`config.mk`:
```
export PLATFORM = sky130hd
export DESIGN_NAME = dda_host_ctrl_flat
export DESIGN_NICKNAME = d
export VERILOG_FILES = /design/src/rtl/dda_host_ctrl_if.sv /design/src/rtl/dda_host_ctrl.sv /design/src/flat_wrapper.sv
export SDC_FILE = /design/constraint.sdc
export NUM_CORES = 1
export LEC_CHECK = 0
export ABC_AREA = 1
export CORE_ASPECT_RATIO = 0.5
export CORE_MARGIN = 2
export CORE_UTILIZATION = 50
export DETAILED_ROUTE_END_ITERATION = 12
export MAX_ROUTING_LAYER = met4
export PLACE_DENSITY = 0.79
export RECOVER_POWER = 50
export SETUP_SLACK_MARGIN = 0.02
export SKIP_CTS_REPAIR_TIMING = 1
export SYNTH_ARGS = -nofsm -noshare
export SYNTH_HDL_FRONTEND = slang
export SYNTH_SLANG_ARGS = --single-unit
```
`constraint.sdc`:
```
create_clock -name clk -period 2.05 [get_ports clk]
set_input_delay 0.41 -clock clk [delete_from_list [all_inputs] [get_ports clk]]
set_output_delay 0.41 -clock clk [all_outputs]
set_load 0.02 [all_outputs]
```
`src/rtl/dda_host_ctrl_if.sv`:
```
// -----------------------------------------------------------------------------
// dda_host_ctrl_if
// Byte-level UART link between the DDA host controller and the UART rx/tx.
//   rx_received : one-cycle pulse, rx_byte valid
//   rx_byte     : received byte
//   rx_error    : one-cycle pulse, framing error
//   tx_busy     : transmitter busy
//   tx_start    : one-cycle pulse, start sending tx_data
//   tx_data     : byte to transmit, stable until the next tx_start
// master = controller side, slave = UART side.
// -----------------------------------------------------------------------------
interface dda_host_ctrl_if;
  logic       rx_received;
  logic [7:0] rx_byte;
  logic       rx_error;
  logic       tx_busy;
  logic       tx_start;
  logic [7:0] tx_data;

  modport master (
    input  rx_received, rx_byte, rx_error, tx_busy,
    output tx_start, tx_data
  );

  modport slave (
    output rx_received, rx_byte, rx_error, tx_busy,
    input  tx_start, tx_data
  );
endinterface

```
`src/rtl/dda_host_ctrl.sv`:
```
// -----------------------------------------------------------------------------
// dda_host_ctrl
// Host-side controller for the Lorenz DDA integrator. Decodes the byte command
// protocol, holds the parameter file, sequences DDA enable/load and streams
// state frames (SYNC, x, y, z big-endian) to the UART transmitter. The DDA is
// only enabled in SEQ_RUN, so frames are exactly DECIM steps apart.
// Ports:
//   clk, rst          : clock, synchronous active-high reset
//   uart              : UART rx/tx handshake (master modport)
//   x_i, y_i, z_i     : DDA state variables
//   dda_en_o          : DDA advances one step per high cycle
//   dda_load_o        : one-cycle pulse, DDA reloads initial conditions
//   params_o          : parameter file, byte k at [8k+7:8k]
//   running_o         : free-run mode active
// The frame byte split assumes N = 16.
// -----------------------------------------------------------------------------
module dda_host_ctrl #(
  parameter int         N            = 16,
  parameter int         REG_SIZE     = 14,
  parameter int         DECIM        = 256,
  parameter logic [7:0] SYNC         = 8'hA5,
  parameter bit         RUN_ON_RESET = 1'b1
) (
  input  logic                    clk,
  input  logic                    rst,
  dda_host_ctrl_if.master         uart,
  input  logic [N-1:0]            x_i,
  input  logic [N-1:0]            y_i,
  input  logic [N-1:0]            z_i,
  output logic                    dda_en_o,
  output logic                    dda_load_o,
  output logic [8*REG_SIZE-1:0]   params_o,
  output logic                    running_o
);

  localparam int AW = (REG_SIZE > 1) ? $clog2(REG_SIZE) : 1;
  localparam logic [15:0] DECIM_M1 = 16'(DECIM - 1);
  localparam logic [7:0] PARAM_RST [REG_SIZE] = '{
    8'hC0, 8'h00, 8'h14, 8'hCD, 8'h72, 8'h40, 8'h6A,
    8'h00, 8'h55, 8'h55, 8'h73, 8'h00, 8'h04, 8'h00};

  typedef enum logic [1:0] {CMD_IDLE = 2'd0, CMD_ADDR = 2'd1, CMD_DATA = 2'd2} cmd_e;
  typedef enum logic [1:0] {SEQ_RUN = 2'd0, SEQ_SNAP = 2'd1, SEQ_TX = 2'd2} seq_e;

  cmd_e          cmd_q, cmd_d;
  seq_e          seq_q, seq_d;
  logic [7:0]    addr_q, addr_d;
  logic [7:0]    param_q [REG_SIZE];
  logic          param_we;
  logic [AW-1:0] param_wa;
  logic [7:0]    param_wd;
  logic          running_q, running_d;
  logic          pend_q, pend_d;
  logic          do_p, do_i;
  logic [15:0]   cnt_q, cnt_d;
  logic          en_q, en_d;
  logic          single_q, single_d;   // current enabled cycle is a single step
  logic          load_q, load_d;
  logic          snap;
  logic [N-1:0]  shx_q, shy_q, shz_q;
  logic [2:0]    idx_q, idx_d;
  logic [1:0]    guard_q, guard_d;
  logic          tx_start_q, tx_start_d;
  logic [7:0]    tx_data_q, tx_data_d;
  logic [7:0]    frame_byte;

  // Command decoder: W addr data writes, R/S/P/I control; rx_error wins.
  always_comb begin
    cmd_d     = cmd_q;
    addr_d    = addr_q;
    running_d = running_q;
    param_we  = 1'b0;
    param_wa  = addr_q[AW-1:0];
    param_wd  = uart.rx_byte;
    do_p      = 1'b0;
    do_i      = 1'b0;
    if (uart.rx_error) begin
      cmd_d = CMD_IDLE;
    end else if (uart.rx_received) begin
      case (cmd_q)
        CMD_IDLE: begin
          case (uart.rx_byte)
            8'h57:   cmd_d     = CMD_ADDR;
            8'h52:   running_d = 1'b1;
            8'h53:   running_d = 1'b0;
            8'h50:   do_p      = 1'b1;
            8'h49:   do_i      = 1'b1;
            default: cmd_d     = CMD_IDLE;
          endcase
        end
        CMD_ADDR: begin
          addr_d = uart.rx_byte;
          cmd_d  = CMD_DATA;
        end
        CMD_DATA: begin
          if (addr_q < 8'(REG_SIZE)) begin
            param_we = 1'b1;
          end else begin
            param_we = 1'b0;
          end
          cmd_d = CMD_IDLE;
        end
        default: cmd_d = CMD_IDLE;
      endcase
    end else begin
      cmd_d = cmd_q;
    end
  end

  // Frame byte selection from the shadow snapshot.
  always_comb begin
    case (idx_q)
      3'd0:    frame_byte = SYNC;
      3'd1:    frame_byte = shx_q[N-1 -: 8];
      3'd2:    frame_byte = shx_q[7:0];
      3'd3:    frame_byte = shy_q[N-1 -: 8];
      3'd4:    frame_byte = shy_q[7:0];
      3'd5:    frame_byte = shz_q[N-1 -: 8];
      3'd6:    frame_byte = shz_q[7:0];
      default: frame_byte = 8'h00;
    endcase
  end

  // Step/frame sequencer and TX handshake.
  always_comb begin
    seq_d      = seq_q;
    cnt_d      = cnt_q;
    en_d       = 1'b0;
    single_d   = 1'b0;
    load_d     = do_i;
    snap       = 1'b0;
    idx_d      = idx_q;
    guard_d    = (guard_q != 2'd0) ? guard_q - 2'd1 : 2'd0;
    tx_start_d = 1'b0;
    tx_data_d  = tx_data_q;
    if (do_p && !running_q) begin
      pend_d = 1'b1;
    end else begin
      pend_d = pend_q;
    end
    case (seq_q)
      SEQ_RUN: begin
        // en_q marks a step taking place this cycle; decide the next one.
        if (en_q && (single_q || (cnt_q == DECIM_M1))) begin
          seq_d = SEQ_SNAP;
          cnt_d = 16'd0;
        end else begin
          cnt_d = cnt_q + {15'd0, en_q};
          if (do_i) begin
            en_d = 1'b0;             // load cycle must not step
          end else if (running_q) begin
            en_d   = 1'b1;
            pend_d = 1'b0;
          end else if (pend_q) begin
            en_d     = 1'b1;
            single_d = 1'b1;
            pend_d   = 1'b0;
          end else begin
            en_d = 1'b0;
          end
        end
      end
      SEQ_SNAP: begin
        snap  = 1'b1;
        idx_d = 3'd0;
        seq_d = SEQ_TX;
      end
      SEQ_TX: begin
        // Guard covers the cycles before the UART raises tx_busy.
        if ((guard_q != 2'd0) || uart.tx_busy) begin
          seq_d = SEQ_TX;
        end else if (idx_q == 3'd7) begin
          idx_d = 3'd0;
          seq_d = SEQ_RUN;
        end else begin
          tx_start_d = 1'b1;
          tx_data_d  = frame_byte;
          idx_d      = idx_q + 3'd1;
          guard_d    = 2'd3;
        end
      end
      default: seq_d = SEQ_RUN;
    endcase
    if (do_i) begin
      cnt_d = 16'd0;
    end else begin
      cnt_d = cnt_d;
    end
  end

  // State registers.
  always_ff @(posedge clk) begin
    if (rst) begin
      cmd_q      <= CMD_IDLE;
      addr_q     <= 8'h00;
      param_q    <= PARAM_RST;
      running_q  <= RUN_ON_RESET;
      pend_q     <= 1'b0;
      seq_q      <= SEQ_RUN;
      cnt_q      <= 16'd0;
      en_q       <= 1'b0;
      single_q   <= 1'b0;
      load_q     <= 1'b1;
      idx_q      <= 3'd0;
      guard_q    <= 2'd0;
      tx_start_q <= 1'b0;
      tx_data_q  <= 8'h00;
    end else begin
      cmd_q      <= cmd_d;
      addr_q     <= addr_d;
      running_q  <= running_d;
      pend_q     <= pend_d;
      seq_q      <= seq_d;
      cnt_q      <= cnt_d;
      en_q       <= en_d;
      single_q   <= single_d;
      load_q     <= load_d;
      idx_q      <= idx_d;
      guard_q    <= guard_d;
      tx_start_q <= tx_start_d;
      tx_data_q  <= tx_data_d;
      if (param_we) begin
        param_q[param_wa] <= param_wd;
      end
    end
  end

  // Shadow snapshot of x, y, z taken in SEQ_SNAP.
  always_ff @(posedge clk) begin
    if (rst) begin
      shx_q <= '0;
      shy_q <= '0;
      shz_q <= '0;
    end else if (snap) begin
      shx_q <= x_i;
      shy_q <= y_i;
      shz_q <= z_i;
    end
  end

  for (genvar k = 0; k < REG_SIZE; k++) begin : g_params
    assign params_o[8*k +: 8] = param_q[k];
  end

  assign dda_en_o      = en_q;
  assign dda_load_o    = load_q;
  assign running_o     = running_q;
  assign uart.tx_start = tx_start_q;
  assign uart.tx_data  = tx_data_q;

endmodule
```
`src/flat_wrapper.sv`:
```
// flat-port wrapper written by rule: the top's interface ports become plain ports
module dda_host_ctrl_flat 
#(
  parameter int         N            = 16,
  parameter int         REG_SIZE     = 14,
  parameter int         DECIM        = 256,
  parameter logic [7:0] SYNC         = 8'hA5,
  parameter bit         RUN_ON_RESET = 1'b1
)
  (clk, rst, x_i, y_i, z_i, dda_en_o, dda_load_o, params_o, running_o, uart_rx_received, uart_rx_byte, uart_rx_error, uart_tx_busy, uart_tx_start, uart_tx_data);
  dda_host_ctrl_if uart_i ();
  input  logic clk;
  input  logic rst;
  input  logic [N-1:0] x_i;
  input  logic [N-1:0] y_i;
  input  logic [N-1:0] z_i;
  output logic dda_en_o;
  output logic dda_load_o;
  output logic [8*REG_SIZE-1:0] params_o;
  output logic running_o;
  input wire logic [$bits(uart_i.rx_received)-1:0] uart_rx_received;
  input wire logic [$bits(uart_i.rx_byte)-1:0] uart_rx_byte;
  input wire logic [$bits(uart_i.rx_error)-1:0] uart_rx_error;
  input wire logic [$bits(uart_i.tx_busy)-1:0] uart_tx_busy;
  output wire logic [$bits(uart_i.tx_start)-1:0] uart_tx_start;
  output wire logic [$bits(uart_i.tx_data)-1:0] uart_tx_data;
  assign uart_i.rx_received = uart_rx_received;
  assign uart_i.rx_byte = uart_rx_byte;
  assign uart_i.rx_error = uart_rx_error;
  assign uart_i.tx_busy = uart_tx_busy;
  assign uart_tx_start = uart_i.tx_start;
  assign uart_tx_data = uart_i.tx_data;
  dda_host_ctrl #(.N(N), .REG_SIZE(REG_SIZE), .DECIM(DECIM), .SYNC(SYNC), .RUN_ON_RESET(RUN_ON_RESET)) u_core (.clk(clk), .rst(rst), .uart(uart_i), .x_i(x_i), .y_i(y_i), .z_i(z_i), .dda_en_o(dda_en_o), .dda_load_o(dda_load_o), .params_o(params_o), .running_o(running_o));
endmodule
```
==> impl_metrics.ini, run 1 <==
[placement]
place_congestion = 0.905
hpwl_um = 16300
portBuffers = 184
dpl_worst_slack_ps = -141

[cells_and_area]
antenna-diode-count = 0
fin_util_pct = 69.5
fin_nets = 1331
drive_above_1_share_pct = 6.21
syn_to_final_growth_pct = 33.8

[logic_synthesis]
synth_warnings = 0
yosysSeqAreaShare_pct = 50.9
synthTopCellsByArea = dfxtp_1 (51%), nand2_1 (11%), nor2_1 (7.6%)
synthArstFlopShare_pct = 0
synth_cell_type_count = 33
synth_top_cell_by_area = dfxtp_1
synth_edf_count = 0
syn-num-nets = 1140
synth.most_common_cell = nand2_1
syn_inst = 1071
netlist_area_um2 = 8140
synth-main-ff-cell = dfxtp_1
synth.top_cell.area_share_pct = 50.9
synth_commonest_cells = nand2_1 (236), dfxtp_1 (207), nor2_1 (165)
yosys_register_bits = 207
avgSynthCellArea_um2 = 7.60

[global_route]
grt_remaining_overflow = 0
gr-usage-met2_pct = 45.1
track_usage_pct = 27.8
grt_pass1_wl_um = 37300
antenna_found_initial = 0
grtUsageMet3_pct = 4.11
grt_max_degree = 94
grt-busiest-layer = met2
grtUsageMet1_pct = 34.6
grt_pass1_vias = 7534

[sta]
worst_slew_pin_slew_ps = 776
hold_viol = 0
period_minus_slack_ps = 1970
relSlewSlack_pct = 48.3
setup_viol = 0
rsz0062_at_grt = false
fmax_mhz = 508
fin_crit_sh_pct = 96.0
finClkSkew_ps = 6.33
layout_setup_ws_ps = 82.2
finalMaxSlewViolations = 0

[worst_setup_path]
critPathBufInv = 1
cp-start-kind = flip-flop
crit_family = buffers and inverters
cp_cell_sequence = clkdlybuf4s50_1
cp-end-kind = primary output
path_max_fanout = 4
cp_data_arrival_time_ps = 1560
critPathKind = reg2out
critical_path.slowest_cell = clkdlybuf4s50_1
critPathRequiredTime_ps = 1640
cp_slowest_stage_delay_ps = 640

[clock_network]
cts_tree = done
root_buffer = clkbuf_16
htree_levels = 1
numCtsBuffers = 19
clk_latency_ps = 480
clockBufferDepth = 3
cts.sinks = 207
cts.clk_slew.worst_paths_ps = 70

[routing]
viasPerCell = 5.36
ant_nets = 0
wl_per_cell_um = 15.9
drc = 0
vias = 8006
drtIter0Drc = 634
drtPass1Iterations = 5
wl_um = 23700

[flow_run]
maxCapViolations = 0

[run_status]
status = finished, final reports clean

[die]
start_util_pct = 52.0
die_height_um = 94.2
die_w_um = 184
core_area_um2 = 15700
die_area_um2 = 17400
ios = 185
placementRows = 32

[pwr]
p_leak_nw = 4.32
cellPowerDensity_nw_per_um2 = 713
max-vdd-ir-drop_mv = 0.562

[hold_path]
worstHoldPathType = in2reg
-- through the flow --
step           TNS [ps]  cell area, µm²  hold WS (ps)  total power, W  std cells
2_1_floorplan         0            8140           427         0.00427       1071
3_3_place_gp       -457           10400           435         0.00449       1462
3_5_place_dp      -3560           10400           453         0.00450       1462
4_1_cts               0           10900           286         0.00778       1493
5_1_grt               0           10900           300         0.00795       1493
6_report              0           10900           291         0.00776       1493
-- cells by family (layout without fill, tap and decap cells) --
family	Yosys count	after routing	share of synthesized area, %
AND/OR/NAND/NOR	524	524	26.5
AO/OA/AOI/OAI	207	207	13.9
flip-flops	207	207	50.9
buffers and inverters	113	314	6.18
XOR/XNOR	12	12	1.29
adder cells (fa/ha/maj)	8	8	1.23
-- final timing paths --
kind	endpoint	slack (ps)	cells after the start	start
setup / recovery	running_o	80	1	u_core.running_o$_SDFFE_PP1P_
hold / removal	u_core.params_o[7]$_SDFFE_PP1P_	290	3	rst
setup reg to reg	u_core.cnt_q[14]$_SDFFE_PP0N_	140	10	u_core.dda_en_o$_SDFF_PP0_
hold reg to reg	u_core.params_o[13]$_SDFFE_PP0P_	460	2	u_core.params_o[13]$_SDFFE_PP0P_
-- registers in the layout, indices dropped and copies added, names as in the netlist --
register              cells
u_core.cmd_q              2
u_core.params_o         112
u_core.idx_q              3
u_core.pend_q             1
u_core.running_o          1
u_core.guard_q            2
u_core.dda_load_o         1
u_core.shz_q             16
u_core.dda_en_o           1
u_core.uart.tx_data       8
u_core.uart.tx_start      1
u_core.shx_q             16
u_core.seq_q              2
u_core.addr_q             8
u_core.cnt_q             16
u_core.single_q           1
u_core.shy_q             16
-- power by group --
part	switching, W	leakage [nW]	internal (W)
clock network	0.00153	0.278	0.00181
registers	0.0000101	1.67	0.00403
logic	0.000205	2.38	0.000168
-- final cells by class --
type	instances	area, µm²
multi-input combinational	751	3480
clock buffer	23	520
inverter	54	203
timing repair buffer	229	2210
fill	1264	4770
sequential	207	4140
clock inverter	8	51.3
tap	221	277
-- cells in the final DEF, fill, tap and decap left out, drive strengths merged --
master | Yosys | routed
nand2 | 241 | 241
dfxtp | 207 | 207
clkdlybuf4s50 | 0 | 181
nor2 | 166 | 166
a21oi | 101 | 101
nand3 | 97 | 97
o21ai | 70 | 70
inv | 52 | 53
buf | 21 | 36
clkbuf | 38 | 33
o211ai | 32 | 32
nand4 | 13 | 13
xor2 | 9 | 9
ha | 8 | 8
clkinv | 2 | 6
nor3 | 4 | 4
xnor2 | 3 | 3
clkinvlp | 0 | 3
dlygate4sd3 | 0 | 2
and2 | 1 | 1
a211oi | 1 | 1
a22o | 1 | 1
o31ai | 1 | 1
nand3b | 1 | 1
and3 | 1 | 1
o22ai | 1 | 1
-- routing by layer --
layer | part of all wire [%] | up-vias
met5 | 0 | -
met4 | 3.8 | 0
met3 | 6.4 | 66
met2 | 47 | 325
met1 | 43 | 3709
li1 | - | 3906
No activity file was read; power rests on OpenSTA's default activity.
==> run 2: changes to the inputs <==
CORE_UTILIZATION = 54   (was 50)
PLACE_DENSITY = 0.84   (was 0.79)
clock period = 2.38 ns   (was 2.05 ns; I/O delays follow)
==> run 2 against run 1 <==
  * Worst setup slack better by 230 ps
  * Sequential share of layout area up 0.28 points
  * Routed wire length up 1.5%
  * Critical endpoint is now u_core.params_o[15]$_SDFFE_PP0P_
  * Hold slack better by 120 ps
  * First-iteration DRC count up 9.1%
  * Via count up 1.4%
  * Sequential power down 14%
  * Non-clock buffer count down 17
  * Die area down 7.2%
  * Clock skew up 1.7 ps
  * Register-to-register slack better by 290 ps
==> impl_metrics.ini, run 2 (synthesis gave the netlist of run 1 again) <==
[run_status]
status = finished, final reports clean

[sta]
worst_slew_pin_slew_ps = 864
finalMaxSlewViolations = 0
relSlewSlack_pct = 42.4
setup_viol = 0
fin_crit_sh_pct = 86.9
period_minus_slack_ps = 2070
rsz0062_at_grt = false
finClkSkew_ps = 8.02
hold_viol = 0
fin_hold_ws_ps = 413
fmax_mhz = 483

[cells_and_area]
largest_reg_flops = 112
syn_to_final_growth_pct = 32.8
final_common_cell = nand2_1
final.fill_count = 1102
drive_above_1_share_pct = 5.25
fin_nets = 1314
antenna-diode-count = 0
final_cell_mix = nand2_1 (238), dfxtp_1 (207), clkdlybuf4s50_1 (176), nor2_1 (165), a21oi_1 (101)

[worst_setup_path]
cp_slowest_stage_delay_ps = 550
critical_path.slowest_cell = dlygate4sd3_1
cp-start-kind = primary input
critPathKind = in2reg
crit_family = buffers and inverters
cp_cell_sequence = dlygate4sd3_1, inv_1, nand2_1, nor3_1, and2_2, clkbuf_2, nand2_2, nand2_1, a21oi_1
cp_common_cell = nand2_1
cp-end-kind = flip-flop
critPathBufInv = 3
regToRegStartpoint = u_core.addr_q[3]$_SDFFE_PP0P_
path_max_fanout = 17
critPathRequiredTime_ps = 2710
rrSetupSlack_ps = 430
r2r_cells = 8
cp_data_arrival_time_ps = 2400
rr_endpoint = u_core.params_o[15]$_SDFFE_PP0P_

[routing]
drtIter0Drc = 692
vias = 8120
wl_um = 24000
drc = 0
ant_nets = 0
viasPerCell = 5.58
wl_per_cell_um = 16.5
drtPass1Iterations = 5

[pwr]
p_leak_nw = 4.30
p_sw_share_pct = 20.7
internal-power_w = 0.00565
cellPowerDensity_nw_per_um2 = 659
power_frac_comb_pct = 4.2
max-vdd-ir-drop_mv = 0.460
p_sw_w = 0.00147
p_seq_share_pct = 48.8
p_total_w = 0.00713
pwr-share-clk_pct = 46.9

[clock_network]
cts_tree = done
cts.clk_slew.worst_paths_ps = 60
htree_levels = 1
root_buffer = clkbuf_16
cts.sinks = 207
clockBufferDepth = 3
clk_latency_ps = 480
numCtsBuffers = 19

[global_route]
grt_remaining_overflow = 0
grt_pass1_wl_um = 38500
antenna_found_initial = 0
grt_max_degree = 79
grt_pass1_vias = 7886
track_usage_pct = 30.4

[placement]
place_congestion = 0.911
portBuffers = 184
hpwl_um = 16200

[die]
die_w_um = 178
placementRows = 31
core_area_um2 = 14600
die_height_um = 90.8
start_util_pct = 55.8
die_area_um2 = 16100
ios = 185

[hold_path]
hold_start = rst
min_to = u_core.params_o[83]$_SDFFE_PP0P_
worstHoldPathType = in2reg
whs_path_depth = 2

[flow_run]
maxCapViolations = 0
run 2: final cells by class:
cell class                      instances  area, µm²  share of cell area, %
Inverter                               54        203                   1.88
Clock inverter                          8        143                   1.32
Sequential cell                       207       4140                   38.3
Timing Repair Buffer                  212       2040                   18.9
Tap cell                              198        248                   2.29
Clock buffer                           25        548                   5.07
Multi-Input combinational cell        751       3480                   32.2
run 2: metrics by stage:
step	TNS, ps	instance area (µm²)	worst slack, ps	utilization (%)	instances
6_report	0	10800	311	74.1	1455
5_1_grt	0	10800	184	74.1	1455
4_1_cts	0	10800	383	74.3	1455
3_5_place_dp	-8.88	10100	-8.88	69.6	1422
3_3_place_gp	0	10100	123	69.6	1422
2_1_floorplan	0	8140	682	-	1071
run 2: worst max path at each step:
stage	start	to	slack [ps]	depth (start not counted)
5_1_grt	uart_rx_error	u_core.params_o[15]$_SDFFE_PP0P_	180	9
4_1_cts	u_core.running_o$_SDFFE_PP1P_	running_o	380	1
6_report	uart_rx_error	u_core.params_o[15]$_SDFFE_PP0P_	310	9
3_3_place_gp	uart_rx_received	u_core.params_o[72]$_SDFFE_PP1P_	120	8
3_5_place_dp	uart_rx_received	u_core.params_o[68]$_SDFFE_PP1P_	-9	8
2_1_floorplan	u_core.dda_en_o$_SDFF_PP0_	u_core.cnt_q[14]$_SDFFE_PP0N_	680	10
run 2: power by group through the flow:
stage	combinational (W)	sequential [W]	clock (W)
5_1_grt	0.000319	0.00348	0.00351
6_report	0.000301	0.00348	0.00334
2_1_floorplan	0.000119	0.00356	0
3_3_place_gp	0.000287	0.00356	0
4_1_cts	0.000296	0.00348	0.00337
3_5_place_dp	0.000293	0.00356	0
run 2: layer usage:
layer  global-route usage, %  up-vias  share of wire, %
met2                    50.5      393                48
met3                    4.67       78               8.1
met1                    36.8     3789                40
met5                       -        -                 0
met4                    12.8        0               4.2
li1                        -     3860                 -
==> run 3: changes to the inputs <==
SETUP_SLACK_MARGIN = 0.15   (was 0.02)
==> results of run 3 <==
Final layout, timing and power as in run 2 (identical DEF).
